**config.mk**
```make
export PLATFORM = sky130hd
export DESIGN_NAME = puf_soc_sipo
export DESIGN_NICKNAME = d
export VERILOG_FILES = /design/src/rtl/puf_soc_sipo.sv
export SDC_FILE = /design/constraint.sdc
export NUM_CORES = 1
export LEC_CHECK = 0
export CAP_MARGIN = 20
export CELL_PAD_IN_SITES_DETAIL_PLACEMENT = 0
export CELL_PAD_IN_SITES_GLOBAL_PLACEMENT = 1
export CORE_UTILIZATION = 47
export CTS_BUF_LIST = sky130_fd_sc_hd__clkbuf_4 sky130_fd_sc_hd__clkbuf_8 sky130_fd_sc_hd__clkbuf_16
export DETAILED_ROUTE_END_ITERATION = 8
export GPL_TIMING_DRIVEN = 0
export PLACE_DENSITY_LB_ADDON = 0.1
export REMOVE_ABC_BUFFERS = 1
export SYNTH_ARGS = -nofsm -noshare
export SYNTH_HDL_FRONTEND = slang
export SYNTH_SLANG_ARGS = --single-unit
```
**constraint.sdc**
```tcl
create_clock -name clk -period 3.2 [get_ports clk]
set_input_delay 0.32 -clock clk [delete_from_list [all_inputs] [get_ports clk]]
set_output_delay 0.32 -clock clk [all_outputs]
set_load 0.05 [all_outputs]
```
**src/rtl/puf_soc_sipo.sv**
```systemverilog
`default_nettype none
// ============================================================================
// puf_soc_sipo : LSB-first serial-to-parallel frame deserializer that presents
// each completed frame on a double-buffered valid/ready output register.
// Revision: 1.0
// ============================================================================
module puf_soc_sipo #(
    parameter int FRAM_SIZE   = 160,
    parameter int NORM_MOD    = 34,
    parameter int DEBUG_MOD   = 133,
    parameter int GAP_TIMEOUT = 16
) (
    input  logic                           clk,
    input  logic                           rst_n,
    input  logic                           i_rx_en,
    input  logic                           i_rx_mode,
    input  logic                           i_rx_data,
    input  logic                           i_rx_valid,
    input  logic                           i_rx_ready,
    output logic [FRAM_SIZE-1:0]           o_rx_data,
    output logic [$clog2(FRAM_SIZE+1)-1:0] o_rx_len,
    output logic                           o_rx_valid,
    output logic                           o_rx_busy,
    output logic                           o_rx_overrun,
    output logic                           o_rx_abort
);

    localparam int LEN_W = $clog2(FRAM_SIZE + 1);
    localparam int GAP_W = $clog2(GAP_TIMEOUT + 1);

    localparam logic [LEN_W-1:0] NORM_LEN   = LEN_W'(NORM_MOD);
    localparam logic [LEN_W-1:0] DEBUG_LEN  = LEN_W'(DEBUG_MOD);
    localparam logic [LEN_W-1:0] NORM_LAST  = LEN_W'(NORM_MOD - 1);
    localparam logic [LEN_W-1:0] DEBUG_LAST = LEN_W'(DEBUG_MOD - 1);
    localparam logic [GAP_W-1:0] GAP_LAST   = GAP_W'(GAP_TIMEOUT - 1);

    typedef enum logic [0:0] {
        IDLE    = 1'b0,
        COLLECT = 1'b1
    } state_t;

    state_t                 state;
    state_t                 state_nxt;
    logic [FRAM_SIZE-1:0]   shift_buf;
    logic [LEN_W-1:0]       bit_cnt;
    logic [GAP_W-1:0]       gap_cnt;
    logic                   mode;

    logic                   start;
    logic                   store;
    logic                   complete;
    logic                   abort;
    logic                   load;
    logic                   overrun;
    logic [LEN_W-1:0]       frame_len;
    logic [FRAM_SIZE-1:0]   frame;

    always_ff @(posedge clk or negedge rst_n) begin
        if (!rst_n) begin
            state <= IDLE;
        end else begin
            state <= state_nxt;
        end
    end

    always_comb begin
        state_nxt = state;
        start     = 1'b0;
        store     = 1'b0;
        complete  = 1'b0;
        abort     = 1'b0;
        case (state)
            IDLE: begin
                if (i_rx_en && i_rx_valid) begin
                    start     = 1'b1;
                    state_nxt = COLLECT;
                end
            end
            COLLECT: begin
                // Disable wins over a bit presented in the same cycle.
                if (!i_rx_en) begin
                    abort     = 1'b1;
                    state_nxt = IDLE;
                end else if (i_rx_valid) begin
                    store = 1'b1;
                    if (bit_cnt == (mode ? DEBUG_LAST : NORM_LAST)) begin
                        complete  = 1'b1;
                        state_nxt = IDLE;
                    end
                end else if (gap_cnt == GAP_LAST) begin
                    abort     = 1'b1;
                    state_nxt = IDLE;
                end
            end
            default: state_nxt = IDLE;
        endcase
    end

    assign frame_len = mode ? DEBUG_LEN : NORM_LEN;
    assign frame     = shift_buf | (FRAM_SIZE'(i_rx_data) << bit_cnt);
    assign load      = complete && (!o_rx_valid || i_rx_ready);
    assign overrun   = complete && o_rx_valid && !i_rx_ready;
    assign o_rx_busy = (state == COLLECT);

    always_ff @(posedge clk or negedge rst_n) begin
        if (!rst_n) begin
            shift_buf <= '0;
            bit_cnt   <= '0;
            gap_cnt   <= '0;
            mode      <= 1'b0;
        end else if (start) begin
            shift_buf <= FRAM_SIZE'(i_rx_data);
            bit_cnt   <= LEN_W'(1);
            gap_cnt   <= '0;
            mode      <= i_rx_mode;
        end else if (complete || abort) begin
            shift_buf <= '0;
            bit_cnt   <= '0;
            gap_cnt   <= '0;
        end else if (store) begin
            shift_buf <= frame;
            bit_cnt   <= bit_cnt + 1'b1;
            gap_cnt   <= '0;
        end else if (state == COLLECT) begin
            gap_cnt   <= gap_cnt + 1'b1;
        end
    end

    // Output register: loaded on completion only if empty or being drained.
    always_ff @(posedge clk or negedge rst_n) begin
        if (!rst_n) begin
            o_rx_data    <= '0;
            o_rx_len     <= '0;
            o_rx_valid   <= 1'b0;
            o_rx_overrun <= 1'b0;
            o_rx_abort   <= 1'b0;
        end else begin
            o_rx_overrun <= overrun;
            o_rx_abort   <= abort;
            if (load) begin
                o_rx_data  <= frame;
                o_rx_len   <= frame_len;
                o_rx_valid <= 1'b1;
            end else if (o_rx_valid && i_rx_ready) begin
                o_rx_valid <= 1'b0;
            end
        end
    end

endmodule
`default_nettype wire
```
==> impl_summary.log <==
INFO  metric synth.top_cells.by_area = sky130_fd_sc_hd__dfrtp_1 (59%), sky130_fd_sc_hd__a21oi_1 (14%), sky130_fd_sc_hd__mux2i_1 (8.8%)
INFO  metric gp_routability_congestion = 0.746
INFO  metric drive_gt1_share = 11.0%
INFO  metric viasPerCell = 5.56
INFO  metric clock-skew-final = 0.0148 ns
INFO  metric yosys.area.top_type_share = 58.7%
INFO  metric yosysMostFrequentCell = sky130_fd_sc_hd__a21oi_1
INFO  metric chipWidth = 178 µm
INFO  metric ys_dominant_reg_cell = sky130_fd_sc_hd__dfrtp_1
INFO  metric switchingPower = 2040 µW
INFO  metric worst-setup-path-type = reg -> reg
INFO  metric ys_warn_count = 0
INFO  metric timing.hold.worst.class = in -> async
INFO  metric post-route-min-period = 2.94 ns
INFO  metric cts_tree = yes
INFO  metric power.static_leakage = 0.00818 µW
INFO  metric clock-root-buffer = sky130_fd_sc_hd__clkbuf_16
INFO  metric worst-endpoint-arrival = 3.37 ns
INFO  metric avgRoutedWirePerCell = 19.5 µm
INFO  metric crit_path_max_fanout = 20
INFO  metric groute.usage.overall = 24.2%
INFO  metric cellPowerDensity = 497 mW/mm²
INFO  metric detailroute.via_count = 10600
INFO  metric slew_headroom = 24.4%
INFO  metric final.fill_count = 2531
INFO  metric synth_async_sr_flop_share = 100%
INFO  metric seq_power_share = 48.2%
INFO  metric synth_area_per_cell = 10.8 µm²
INFO  metric max_freq = 340 MHz
INFO  metric power.switching_fraction = 22.6%
INFO  metric detail-route-antenna-nets = 0
INFO  metric clock_latency_at_the_later_pin_of_the_worst_skew_pair = 0.52 ns
INFO  metric tns = 0 ns
INFO  metric cts_buffers = 37
INFO  metric cts.htree.levels = 2
INFO  metric end_kind = register
INFO  metric clock_network_fraction_of_design_power = 47.1%
INFO  metric cts.sinks = 340
INFO  metric synth_edf_count = 0
INFO  metric syn2layout_area_growth = 25.4%
INFO  metric dp.final_hpwl = 24.2 mm
INFO  metric rows = 63
INFO  metric synthCells = 1345
INFO  metric design.core.area = 0.0300 mm²
INFO  metric smallest_hold_slack = 0.374 ns
INFO  metric yosys.cell_types.count = 51
INFO  metric first_iter_violations = 741
INFO  metric grt_overflow_total = 0
INFO  metric report.power.total = 9030 µW
INFO  metric vdd.ir_drop.worst = 0.302 mV
INFO  metric finalCritPeriodShare = 91.8%
INFO  metric ys_seq_area_share = 58.7%
INFO  metric syn_area = 0.0145 mm²
INFO  metric wire_length_reported_by_the_detailed_router = 37.1 mm
INFO  metric cts_resized = 0
INFO  metric synthDominantAreaCellType = sky130_fd_sc_hd__dfrtp_1
INFO  metric worstPathRequired = 3.64 ns
INFO  metric pin_count = 179
INFO  metric post-route-drc-count = 0
INFO  metric clk_path_buf_depth = 3
INFO  metric status = completed
INFO  metric finalSetupViolations = 0
INFO  metric initial_core_util = 48.4%
INFO  metric n_antenna_cell = 0
INFO  metric firstDrtPassIters = 6
INFO  metric p_comb_share = 4.7%
INFO  metric setup.worst_path.start_class = register
INFO  metric die_area = 0.0316 mm²
INFO  metric synth.top_cells.by_count = sky130_fd_sc_hd__a21oi_1 (403), sky130_fd_sc_hd__dfrtp_1 (340), sky130_fd_sc_hd__inv_1 (129), sky130_fd_sc_hd__mux2i_1 (128), sky130_fd_sc_hd__clkbuf_1 (61)
INFO  metric finalMaxSlewViolations = 0
INFO  metric vias_in_the_first_global_route = 10400
INFO  metric die_y = 178 µm
INFO  metric place.port_buffers = 175
INFO  metric detailedPlace.worstSlack = -0.488 ns
INFO  metric yosys_reg_bits = 340
INFO  metric worst_setup_hold_path_clk_slew = 0.06 ns
INFO  metric maximum_number_of_pins_on_one_net_before_global_route_repair = 108
INFO  metric transition_at_the_pin_with_the_smallest_max_transition_slack = 1.13 ns
INFO  metric drv_cap = 0
INFO  metric grt_setup_unrepaired = no
INFO  metric net_total_in_the_final_layout = 1501
INFO  metric grt_antenna_before_repair = 1
INFO  metric cellInternalPower = 6980 µW
INFO  metric hold_viol = 0
INFO  metric grt_pass1_wl = 59.3 mm
INFO  metric layout_setup_ws = 0.261 ns
## final timing paths
kind / startpoint / end / slack, ns / depth (start not counted)
max in group asynchronous: rst_n / shift_buf[11] / 1.84 / 3
worst max register to register: bit_cnt[2] / o_rx_data[143] / 0.26 / 4
worst min-delay path: rst_n / o_rx_data[111] / 0.37 / 2
worst min register to register: o_rx_data[112] / o_rx_data[112] / 0.50 / 1
worst max-delay path: bit_cnt[2] / o_rx_data[143] / 0.26 / 4
min in group clk: i_rx_mode / mode / 0.46 / 2
## cell families (layout without fill, tap and decap cells)
kind of cell	count (synthesis)	count (layout)	share of synthesized area [%]
buf+inv	251	418	7.64
fa+ha+maj	3	3	0.259
mux	165	165	11.7
compound gates	478	478	17.2
simple gates	106	106	4.38
flops	340	340	58.7
xor+xnor	1	1	0.0604
other cells	1	3	0.0259
## state kept, by name, indices dropped and copies added, names as in the netlist, 2 cells and up
signal and cells:
gap_cnt 5, o_rx_data 160, bit_cnt 8, o_rx_len 2, shift_buf 160
## final cells by class
class                   instances  area [µm²]  area share [%]
flip-flops and latches        340        8510            46.8
multi-input cells             756        4950            27.2
repair buffers                226        2550            14.0
clock buffers                  49        1050            5.80
inverters                     130         488            2.68
well taps                     390         488            2.68
clock inverters                13         140           0.771
## what timing repair did
action                     in CTS  in global routing
setup buffers                   2                  0
hold endpoints to repair       73                  0
setup endpoints to repair      58                  0
hold buffers                    1                  0
## power groups by stage
stage	Clock (µW)	Combinational, µW	Sequential [µW]
final	4250	429	4350
after global routing	4510	472	4350
after CTS	4330	435	4350
after detailed placement	0	434	4430
after global placement	0	355	4430
after floorplan	0	163	4420
## cell usage in the layout (no fill, tap or decap), types with 3 or more instances in the layout
cell / n
sky130_fd_sc_hd__and2_1: 6
sky130_fd_sc_hd__clkbuf_16: 37
sky130_fd_sc_hd__nor3_1: 4
sky130_fd_sc_hd__a22oi_1: 6
sky130_fd_sc_hd__or3b_2: 4
sky130_fd_sc_hd__a21oi_1: 403
sky130_fd_sc_hd__nor3b_2: 3
sky130_fd_sc_hd__nand2_1: 10
sky130_fd_sc_hd__and3_1: 4
sky130_fd_sc_hd__bufinv_16: 3
sky130_fd_sc_hd__clkinv_2: 10
sky130_fd_sc_hd__nor3b_1: 4
sky130_fd_sc_hd__nor2_1: 31
sky130_fd_sc_hd__dfrtp_1: 340
sky130_fd_sc_hd__or3_1: 5
sky130_fd_sc_hd__buf_12: 7
sky130_fd_sc_hd__clkdlybuf4s50_1: 174
sky130_fd_sc_hd__buf_4: 5
sky130_fd_sc_hd__nor2b_1: 3
sky130_fd_sc_hd__buf_16: 9
sky130_fd_sc_hd__clkbuf_8: 6
sky130_fd_sc_hd__nand3_1: 7
sky130_fd_sc_hd__buf_6: 17
sky130_fd_sc_hd__nand3b_1: 5
sky130_fd_sc_hd__ha_1: 3
sky130_fd_sc_hd__a31oi_1: 46
sky130_fd_sc_hd__o21ai_0: 11
sky130_fd_sc_hd__and3b_1: 4
sky130_fd_sc_hd__inv_1: 129
sky130_fd_sc_hd__nand2b_1: 4
sky130_fd_sc_hd__clkbuf_4: 6
sky130_fd_sc_hd__mux2i_1: 128
sky130_fd_sc_hd__buf_8: 12
sky130_fd_sc_hd__conb_1: 3
sky130_fd_sc_hd__mux2_2: 37
## routing by layer
layer  vias to the layer above  GRT usage [%]  wire length, µm
li1                       4936              -                -
met1                      5346           34.8            17100
met2                       260           38.5            17600
met3                        52           3.75             1760
met4                         0           5.98              696
met5                         -              0                0
## worst max-delay path: stages (launching register included)
cell,delay (ns)
sky130_fd_sc_hd__dfrtp_1,0.73
sky130_fd_sc_hd__and3b_1,1.02
sky130_fd_sc_hd__nor2b_1,0.71
sky130_fd_sc_hd__a21oi_1,0.20
sky130_fd_sc_hd__mux2i_1,0.19
## stage by stage
stage / cell area [µm²] / cells / utilization, %
global placement: 16100 / 1791 / 53.8
detailed placement: 16900 / 1836 / 56.5
global route: 18200 / 1904 / 60.7
finish: 18200 / 1904 / 60.7
floorplan: 13900 / 1226 / -
CTS: 18100 / 1901 / 60.6
(Power assumes the default switching activity.)
